<file path="config.mk">
export PLATFORM = sky130hd
export DESIGN_NAME = accel_spi_sched_flat
export DESIGN_NICKNAME = d
export VERILOG_FILES = /design/src/rtl/accel_spi_sched_pkg.sv /design/src/rtl/accel_spi_sched_if.sv /design/src/rtl/accel_spi_sched_spi_xfer24.sv /design/src/rtl/accel_spi_sched.sv /design/src/flat_wrapper.sv
export SDC_FILE = /design/constraint.sdc
export NUM_CORES = 1
export LEC_CHECK = 0
export CAP_MARGIN = 5
export CORE_MARGIN = 2
export CORE_UTILIZATION = 30
export DETAILED_ROUTE_END_ITERATION = 8
export DONT_BUFFER_PORTS = 1
export PLACE_DENSITY_LB_ADDON = 0.2
export REMOVE_ABC_BUFFERS = 1
export SETUP_SLACK_MARGIN = 0.4
export SLEW_MARGIN = 30
export SYNTH_ARGS = -nofsm -noshare
export SYNTH_HDL_FRONTEND = slang
export SYNTH_SLANG_ARGS = --single-unit
</file>
<file path="constraint.sdc">
create_clock -name clk -period 5.5 [get_ports clk]
set_clock_uncertainty 0.15 [all_clocks]
set_input_delay 1.1 -clock clk [delete_from_list [all_inputs] [get_ports clk]]
set_output_delay 1.1 -clock clk [all_outputs]
set_load 0.02 [all_outputs]
</file>
<file path="src/rtl/accel_spi_sched_pkg.sv">
// accel_spi_pkg: shared constants for the accelerometer SPI poll scheduler.
//   - SPI command bytes (read 0x0B, write 0x0A)
//   - sample register addresses 0x10..0x13 (Y lo/hi, Z lo/hi)
//   - state encoding of the 24-bit transfer engine
//   - spi_frame(): packs command/address/data into one 24-bit frame
package accel_spi_pkg;

    localparam logic [7:0] CMD_READ  = 8'h0B;
    localparam logic [7:0] CMD_WRITE = 8'h0A;

    localparam logic [7:0] REG_Y_LO = 8'h10;
    localparam logic [7:0] REG_Y_HI = 8'h11;
    localparam logic [7:0] REG_Z_LO = 8'h12;
    localparam logic [7:0] REG_Z_HI = 8'h13;

    typedef enum logic [2:0] {
        ST_IDLE,
        ST_SETUP,
        ST_SHIFT_HI,
        ST_SHIFT_LO,
        ST_GAP
    } xfer_state_t;

    function automatic logic [23:0] spi_frame(input logic [7:0] cmd,
                                              input logic [7:0] addr,
                                              input logic [7:0] data);
        return {cmd, addr, data};
    endfunction

endpackage

</file>
<file path="src/rtl/accel_spi_sched_if.sv">
// accel_spi_sched_if: 4-wire SPI bus between the scheduler and the sensor.
//   cs   - chip select, active low
//   sclk - serial clock, mode 0 (idles low)
//   mosi - controller to sensor data, MSB first
//   miso - sensor to controller data
// Modports: master (controller side), slave (sensor side).
interface accel_spi_sched_if;
    logic cs;
    logic sclk;
    logic mosi;
    logic miso;

    modport master (output cs, output sclk, output mosi, input miso);
    modport slave  (input cs, input sclk, input mosi, output miso);
endinterface

</file>
<file path="src/rtl/accel_spi_sched_spi_xfer24.sv">
// spi_xfer24: one 24-bit mode-0 SPI transaction per start pulse.
// Ports:
//   clk, reset - system clock, synchronous active-high reset
//   start      - launch a transaction with frame tx (only honoured when ready)
//   tx         - {command, address, data}, shifted MSB first
//   ready      - engine idle, start will be accepted this cycle
//   done       - strobe in the last cs-low cycle; the parent registers its
//                results on the same edge that raises cs
//   rdata      - last 8 miso samples of the transaction
//   spi        - SPI bus (master modport)
// cs is low for CLK_DIV setup + 24 full sclk periods = 49*CLK_DIV cycles,
// then held high for 2*CLK_DIV gap cycles before the next start.
module spi_xfer24
    import accel_spi_pkg::*;
#(
    parameter int unsigned CLK_DIV = 4
) (
    input  logic               clk,
    input  logic               reset,
    input  logic               start,
    input  logic [23:0]        tx,
    output logic               ready,
    output logic               done,
    output logic [7:0]         rdata,
    accel_spi_sched_if.master  spi
);

    localparam logic [8:0] HALF_M1 = 9'(CLK_DIV - 1);
    localparam logic [8:0] GAP_M1  = 9'(2 * CLK_DIV - 1);

    xfer_state_t state, state_n;
    logic [8:0]  cnt, cnt_n;
    logic [4:0]  bit_cnt, bit_n;
    logic [23:0] tx_sr, tx_n;
    logic [7:0]  rx_sr, rx_n;
    logic        cs_q, cs_n;
    logic        sclk_q, sclk_n;
    logic        mosi_q, mosi_n;

    always_ff @(posedge clk) begin
        if (reset) begin
            state   <= ST_IDLE;
            cnt     <= '0;
            bit_cnt <= '0;
            tx_sr   <= '0;
            rx_sr   <= '0;
            cs_q    <= 1'b1;
            sclk_q  <= 1'b0;
            mosi_q  <= 1'b0;
        end else begin
            state   <= state_n;
            cnt     <= cnt_n;
            bit_cnt <= bit_n;
            tx_sr   <= tx_n;
            rx_sr   <= rx_n;
            cs_q    <= cs_n;
            sclk_q  <= sclk_n;
            mosi_q  <= mosi_n;
        end
    end

    // All pin changes are computed here and registered, so sclk rise and
    // the miso sample happen on the same clock edge, and mosi moves only on
    // the edge that drops sclk.
    always_comb begin
        state_n = state;
        cnt_n   = cnt;
        bit_n   = bit_cnt;
        tx_n    = tx_sr;
        rx_n    = rx_sr;
        cs_n    = cs_q;
        sclk_n  = sclk_q;
        mosi_n  = mosi_q;
        done    = 1'b0;

        case (state)
            ST_IDLE: begin
                cnt_n = '0;
                if (start) begin
                    state_n = ST_SETUP;
                    cs_n    = 1'b0;
                    mosi_n  = tx[23];
                    tx_n    = tx;
                    bit_n   = '0;
                end
            end
            ST_SETUP: begin
                if (cnt == HALF_M1) begin
                    cnt_n   = '0;
                    state_n = ST_SHIFT_HI;
                    sclk_n  = 1'b1;
                    rx_n    = {rx_sr[6:0], spi.miso};
                end else begin
                    cnt_n = cnt + 9'd1;
                end
            end
            ST_SHIFT_HI: begin
                if (cnt == HALF_M1) begin
                    cnt_n   = '0;
                    state_n = ST_SHIFT_LO;
                    sclk_n  = 1'b0;
                    bit_n   = bit_cnt + 5'd1;
                    tx_n    = {tx_sr[22:0], 1'b0};
                    mosi_n  = tx_sr[22];
                end else begin
                    cnt_n = cnt + 9'd1;
                end
            end
            ST_SHIFT_LO: begin
                if (cnt == HALF_M1) begin
                    cnt_n = '0;
                    if (bit_cnt == 5'd24) begin
                        state_n = ST_GAP;
                        cs_n    = 1'b1;
                        done    = 1'b1;
                    end else begin
                        state_n = ST_SHIFT_HI;
                        sclk_n  = 1'b1;
                        rx_n    = {rx_sr[6:0], spi.miso};
                    end
                end else begin
                    cnt_n = cnt + 9'd1;
                end
            end
            ST_GAP: begin
                if (cnt == GAP_M1) begin
                    cnt_n   = '0;
                    state_n = ST_IDLE;
                end else begin
                    cnt_n = cnt + 9'd1;
                end
            end
            default: state_n = ST_IDLE;
        endcase
    end

    assign ready    = (state == ST_IDLE);
    assign rdata    = rx_sr;
    assign spi.cs   = cs_q;
    assign spi.sclk = sclk_q;
    assign spi.mosi = mosi_q;

endmodule

</file>
<file path="src/rtl/accel_spi_sched.sv">
// accel_spi_sched: periodic accelerometer poller with CPU write insertion.
// Ports:
//   clk, reset           - system clock, synchronous active-high reset
//   poll_en              - enables periodic poll bursts
//   cpu_req              - level request for one register write
//   cpu_addr, cpu_wdata  - write address/data, latched at grant
//   cpu_ack              - pulse in the cycle cs rises for the write
//   y_data, z_data       - last samples {0x11,0x10} and {0x13,0x12}
//   data_valid           - pulse when y_data/z_data update
//   spi                  - SPI bus (master modport)
// Build option: ACCEL_Z_POLL_EN defined -> bursts read 0x10..0x13;
// undefined -> bursts read 0x10..0x11 and z_data stays 0.
module accel_spi_sched
    import accel_spi_pkg::*;
#(
    parameter int unsigned CLK_DIV     = 4,
    parameter int unsigned POLL_PERIOD = 5000
) (
    input  logic               clk,
    input  logic               reset,
    input  logic               poll_en,
    input  logic               cpu_req,
    input  logic [7:0]         cpu_addr,
    input  logic [7:0]         cpu_wdata,
    output logic               cpu_ack,
    output logic [15:0]        y_data,
    output logic [15:0]        z_data,
    output logic               data_valid,
    accel_spi_sched_if.master  spi
);

`ifdef ACCEL_Z_POLL_EN
    localparam logic [1:0] LAST_IDX = 2'd3;
`else
    localparam logic [1:0] LAST_IDX = 2'd1;
`endif

    localparam int unsigned     TW   = $clog2(POLL_PERIOD);
    localparam logic [TW-1:0]   TMAX = TW'(POLL_PERIOD - 1);

    logic [TW-1:0] timer;
    logic          timer_wrap;
    logic          poll_pend;
    logic          in_burst;
    logic [1:0]    burst_idx;
    logic          op_write;
    logic [7:0]    sh_y_lo;
`ifdef ACCEL_Z_POLL_EN
    logic [7:0]    sh_y_hi;
    logic [7:0]    sh_z_lo;
`endif

    logic          xfer_ready;
    logic          xfer_done;
    logic [7:0]    xfer_rdata;
    logic          start;
    logic          grant_write;
    logic [23:0]   tx_word;

    assign timer_wrap = (timer == TMAX);

    // Arbitration only while the engine is idle; a pending CPU write wins
    // over the next burst read, which simply resumes afterwards.
    assign grant_write = xfer_ready & cpu_req;
    assign start       = xfer_ready & (cpu_req | in_burst | poll_pend);
    assign tx_word     = grant_write ? spi_frame(CMD_WRITE, cpu_addr, cpu_wdata)
                                     : spi_frame(CMD_READ, REG_Y_LO + {6'd0, burst_idx}, 8'h00);

    spi_xfer24 #(.CLK_DIV(CLK_DIV)) u_xfer (
        .clk   (clk),
        .reset (reset),
        .start (start),
        .tx    (tx_word),
        .ready (xfer_ready),
        .done  (xfer_done),
        .rdata (xfer_rdata),
        .spi   (spi)
    );

    always_ff @(posedge clk) begin
        if (reset) begin
            timer      <= '0;
            poll_pend  <= 1'b0;
            in_burst   <= 1'b0;
            burst_idx  <= '0;
            op_write   <= 1'b0;
            cpu_ack    <= 1'b0;
            data_valid <= 1'b0;
            y_data     <= '0;
            sh_y_lo    <= '0;
`ifdef ACCEL_Z_POLL_EN
            z_data     <= '0;
            sh_y_hi    <= '0;
            sh_z_lo    <= '0;
`endif
        end else begin
            cpu_ack    <= 1'b0;
            data_valid <= 1'b0;
            timer      <= timer_wrap ? '0 : timer + 1'b1;

            if (start) begin
                op_write <= grant_write;
                if (!grant_write) begin
                    in_burst <= 1'b1;
                end
            end

            // Granting a burst's first read consumes the trigger; a new wrap
            // in the same cycle is a fresh trigger and takes precedence.
            if (start && !grant_write && !in_burst) begin
                poll_pend <= 1'b0;
            end
            if (timer_wrap && poll_en) begin
                poll_pend <= 1'b1;
            end

            if (xfer_done) begin
                if (op_write) begin
                    cpu_ack <= 1'b1;
                end else if (burst_idx == LAST_IDX) begin
`ifdef ACCEL_Z_POLL_EN
                    y_data <= {sh_y_hi, sh_y_lo};
                    z_data <= {xfer_rdata, sh_z_lo};
`else
                    y_data <= {xfer_rdata, sh_y_lo};
`endif
                    data_valid <= 1'b1;
                    burst_idx  <= '0;
                    in_burst   <= 1'b0;
                end else begin
                    case (burst_idx)
                        2'd0: sh_y_lo <= xfer_rdata;
`ifdef ACCEL_Z_POLL_EN
                        2'd1: sh_y_hi <= xfer_rdata;
                        2'd2: sh_z_lo <= xfer_rdata;
`endif
                        default: ;
                    endcase
                    burst_idx <= burst_idx + 2'd1;
                end
            end
        end
    end

`ifndef ACCEL_Z_POLL_EN
    assign z_data = '0;
`endif

endmodule
</file>
<file path="src/flat_wrapper.sv">
// flat-port wrapper written by rule: the top's interface ports become plain ports
module accel_spi_sched_flat import accel_spi_pkg::*;
#(
    parameter int unsigned CLK_DIV     = 4,
    parameter int unsigned POLL_PERIOD = 5000
)
  (clk, reset, poll_en, cpu_req, cpu_addr, cpu_wdata, cpu_ack, y_data, z_data, data_valid, spi_cs, spi_sclk, spi_mosi, spi_miso);
  accel_spi_sched_if spi_i ();
  input  logic clk;
  input  logic reset;
  input  logic poll_en;
  input  logic cpu_req;
  input  logic [7:0] cpu_addr;
  input  logic [7:0] cpu_wdata;
  output logic cpu_ack;
  output logic [15:0] y_data;
  output logic [15:0] z_data;
  output logic data_valid;
  output wire logic [$bits(spi_i.cs)-1:0] spi_cs;
  output wire logic [$bits(spi_i.sclk)-1:0] spi_sclk;
  output wire logic [$bits(spi_i.mosi)-1:0] spi_mosi;
  input wire logic [$bits(spi_i.miso)-1:0] spi_miso;
  assign spi_cs = spi_i.cs;
  assign spi_sclk = spi_i.sclk;
  assign spi_mosi = spi_i.mosi;
  assign spi_i.miso = spi_miso;
  accel_spi_sched #(.CLK_DIV(CLK_DIV), .POLL_PERIOD(POLL_PERIOD)) u_core (.clk(clk), .reset(reset), .poll_en(poll_en), .cpu_req(cpu_req), .cpu_addr(cpu_addr), .cpu_wdata(cpu_wdata), .cpu_ack(cpu_ack), .y_data(y_data), .z_data(z_data), .data_valid(data_valid), .spi(spi_i));
endmodule
</file>
==> results.toml <==
[logic_synthesis]
synth_edf_count = 0
async_flop_share = 0
seq_area_frac_synth = 0.436
synthFlopType = "dfxtp_1"
synthDistinctLibCells = 52
syn_inst = 497
syn_area_um2 = 4360
syn_area_per_cell_um2 = 8.78
synth.ff_latch_count = 95
yosysWarnings = 0

[timing]
setup_violations = 0
final.period_utilization = 0.511
setup_tns_ns = 0
holdWs_ns = 0.299
rsz0062_at_grt = "no"
slew_headroom = 0.344
period_needed_ns = 2.81
layout_setup_ws_ns = 2.69
max_freq_mhz = 356
drv_slew = 0
hold_viol = 0
worstMarginPinSlew_ns = 0.980

[final_layout]
layout_common_cells = "95 x dfxtp_1, 55 x nand2_1, 37 x a21oi_1"
drive_gt1_frac = 0.0930
area_growth_syn_to_layout_pct = 7.88
diodes = 0
layout_commonest_cell = "dfxtp_1"
instances_no_fill = 668
nNetsFinal = 504

[global_routing]
grt_overflow = 0
grt_pass1_vias = 3340
track_usage = 0.130
grt_max_degree = 50
antenna_found_initial = 0
grt_pass1_wl_mm = 16.8

[clocking]
max-clock-path-buffers = 2
numCtsBuffers = 9
cts-resized-gates = 0
cts_root_buffer = "clkbuf_16"
cts.reportedPaths.clkPinSlew_ns = 0.06
cts_tree = "built"
cts_setup_buffers = 0
cts.sinks = 95
clk_latency_ns = 0.34
hold_buffers = 0
ctsHtreeMaxLevel = 3

[worst_setup_path]
startpoint_type = "flip-flop"
rr_worst_depth = 5
crit_required_ns = 5.58
path_max_fanout = 14
path_class = "reg2reg"
end_kind = "flip-flop"
crit_arrival_ns = 2.89

[place]
place_ws_ns = 2.50
place_congestion = 0.759
place_inst = 652
hpwl_mm = 6.54
numPortBuffers = 0

[power_and_ir_drop]
power.density_nw_per_um2 = 300
p_total_mw = 1.41
irDropWorstVdd_v = 0.000152
p_leak_nw = 1.63

[route]
drtAntennaViolNets = 0
wl_per_cell_um = 14.8
vias_per_cell = 5.20
routed_wl_mm = 9.92
vias = 3472
drc_errors = 0
dr.first_iter.drc_count = 171
drt_pass1_iterations = 7

[die]
die_h_um = 125
core_um2 = 14400
io_pins = 58
die_area_um2 = 15500
start_util = 0.304
chipWidth_um = 125
core.rowCount = 44

[run]
maxCapViolations = 0

[worst_hold_path]
hold_path_class = "reg2reg"
whs_path_depth = 1

[status]
status = "completed"
layer usage:
metal	part of all wire	vias to the layer above	global-route usage
li1	-	1748	-
met1	0.49	1654	0.169
met2	0.46	63	0.215
met3	0.037	7	0.0326
met4	0.010	0	0.0364
met5	0	-	0
worst paths after layout:
check                                          start                     end  slack [ns]
worst max-delay path            u_core.u_xfer.cnt[0]  u_core.u_xfer.tx_sr[9]        2.69
worst min-delay path                 u_core.timer[0]         u_core.timer[0]        0.30
worst max register to register  u_core.u_xfer.cnt[0]  u_core.u_xfer.tx_sr[9]        2.69
worst min register to register       u_core.timer[0]         u_core.timer[0]        0.30
worst max-delay path, stage by stage, from the launching register on:
cell and delay (ns):
dfxtp_1 0.37, ha_1 0.27, or4b_2 0.67, nor2_1 0.77, nand2_1 0.17, o221a_2 0.32
cells in the mapped netlist, types with 12 or more instances:
cell | count | area, µm²
nor3_1 | 14 | 70.1
nand2_1 | 55 | 206
a31o_2 | 12 | 105
a22oi_1 | 12 | 90.1
mux2i_1 | 23 | 230
o21ai_0 | 28 | 140
nor2_1 | 30 | 113
nand4_1 | 16 | 100
a21oi_1 | 37 | 185
nand3_1 | 18 | 90.1
dfxtp_1 | 95 | 1900
buf_4 | 16 | 120
nor4_1 | 18 | 113
clkbuf_1 | 23 | 86.3
cell families (layout without fill, tap and decap cells):
family                     Yosys count  in the layout  synth area share
AOI/OAI and AO/OA                  121            121             0.179
xor gates and xnor gates            14             14            0.0281
adders and majority gates            4              4            0.0115
buffers and inverters               60             32            0.0740
DFF                                 95             95             0.436
muxes                               23             23            0.0528
other                                1             16          0.000859
and+or+nand+nor                    179            179             0.218
final cells by class:
cell class                 instances  area, µm²
clock buffer                      13        250
clock inverter                     3       42.5
fill                            1474       9660
inverter                          12       45.0
multi-input combinational        357       2210
sequential                        95       1900
tap                              184        230
timing repair buffer               4       30.0
sequential cells by signal, summed over array words and instances, names as in the netlist, 2 cells and up:
| name | cells |
|---|---|
| u_core.burst_idx | 2 |
| u_core.sh_y_lo | 8 |
| u_core.timer | 13 |
| u_core.u_xfer.bit_cnt | 5 |
| u_core.u_xfer.cnt | 9 |
| u_core.u_xfer.rdata | 8 |
| u_core.u_xfer.state | 3 |
| u_core.u_xfer.tx_sr | 23 |
| u_core.y_data | 16 |
report_power, final:
part | internal, mW | switching [mW]
sequential | 0.702 | 0.0122
clock | 0.365 | 0.252
combinational | 0.0228 | 0.0563
metrics by stage:
stage | util | instance area [µm²]
floorplan | - | 4140
global placement | 0.306 | 4400
detailed placement | 0.307 | 4420
CTS | 0.328 | 4710
global route | 0.328 | 4710
finish | 0.328 | 4710
(Power assumes the default switching activity.)
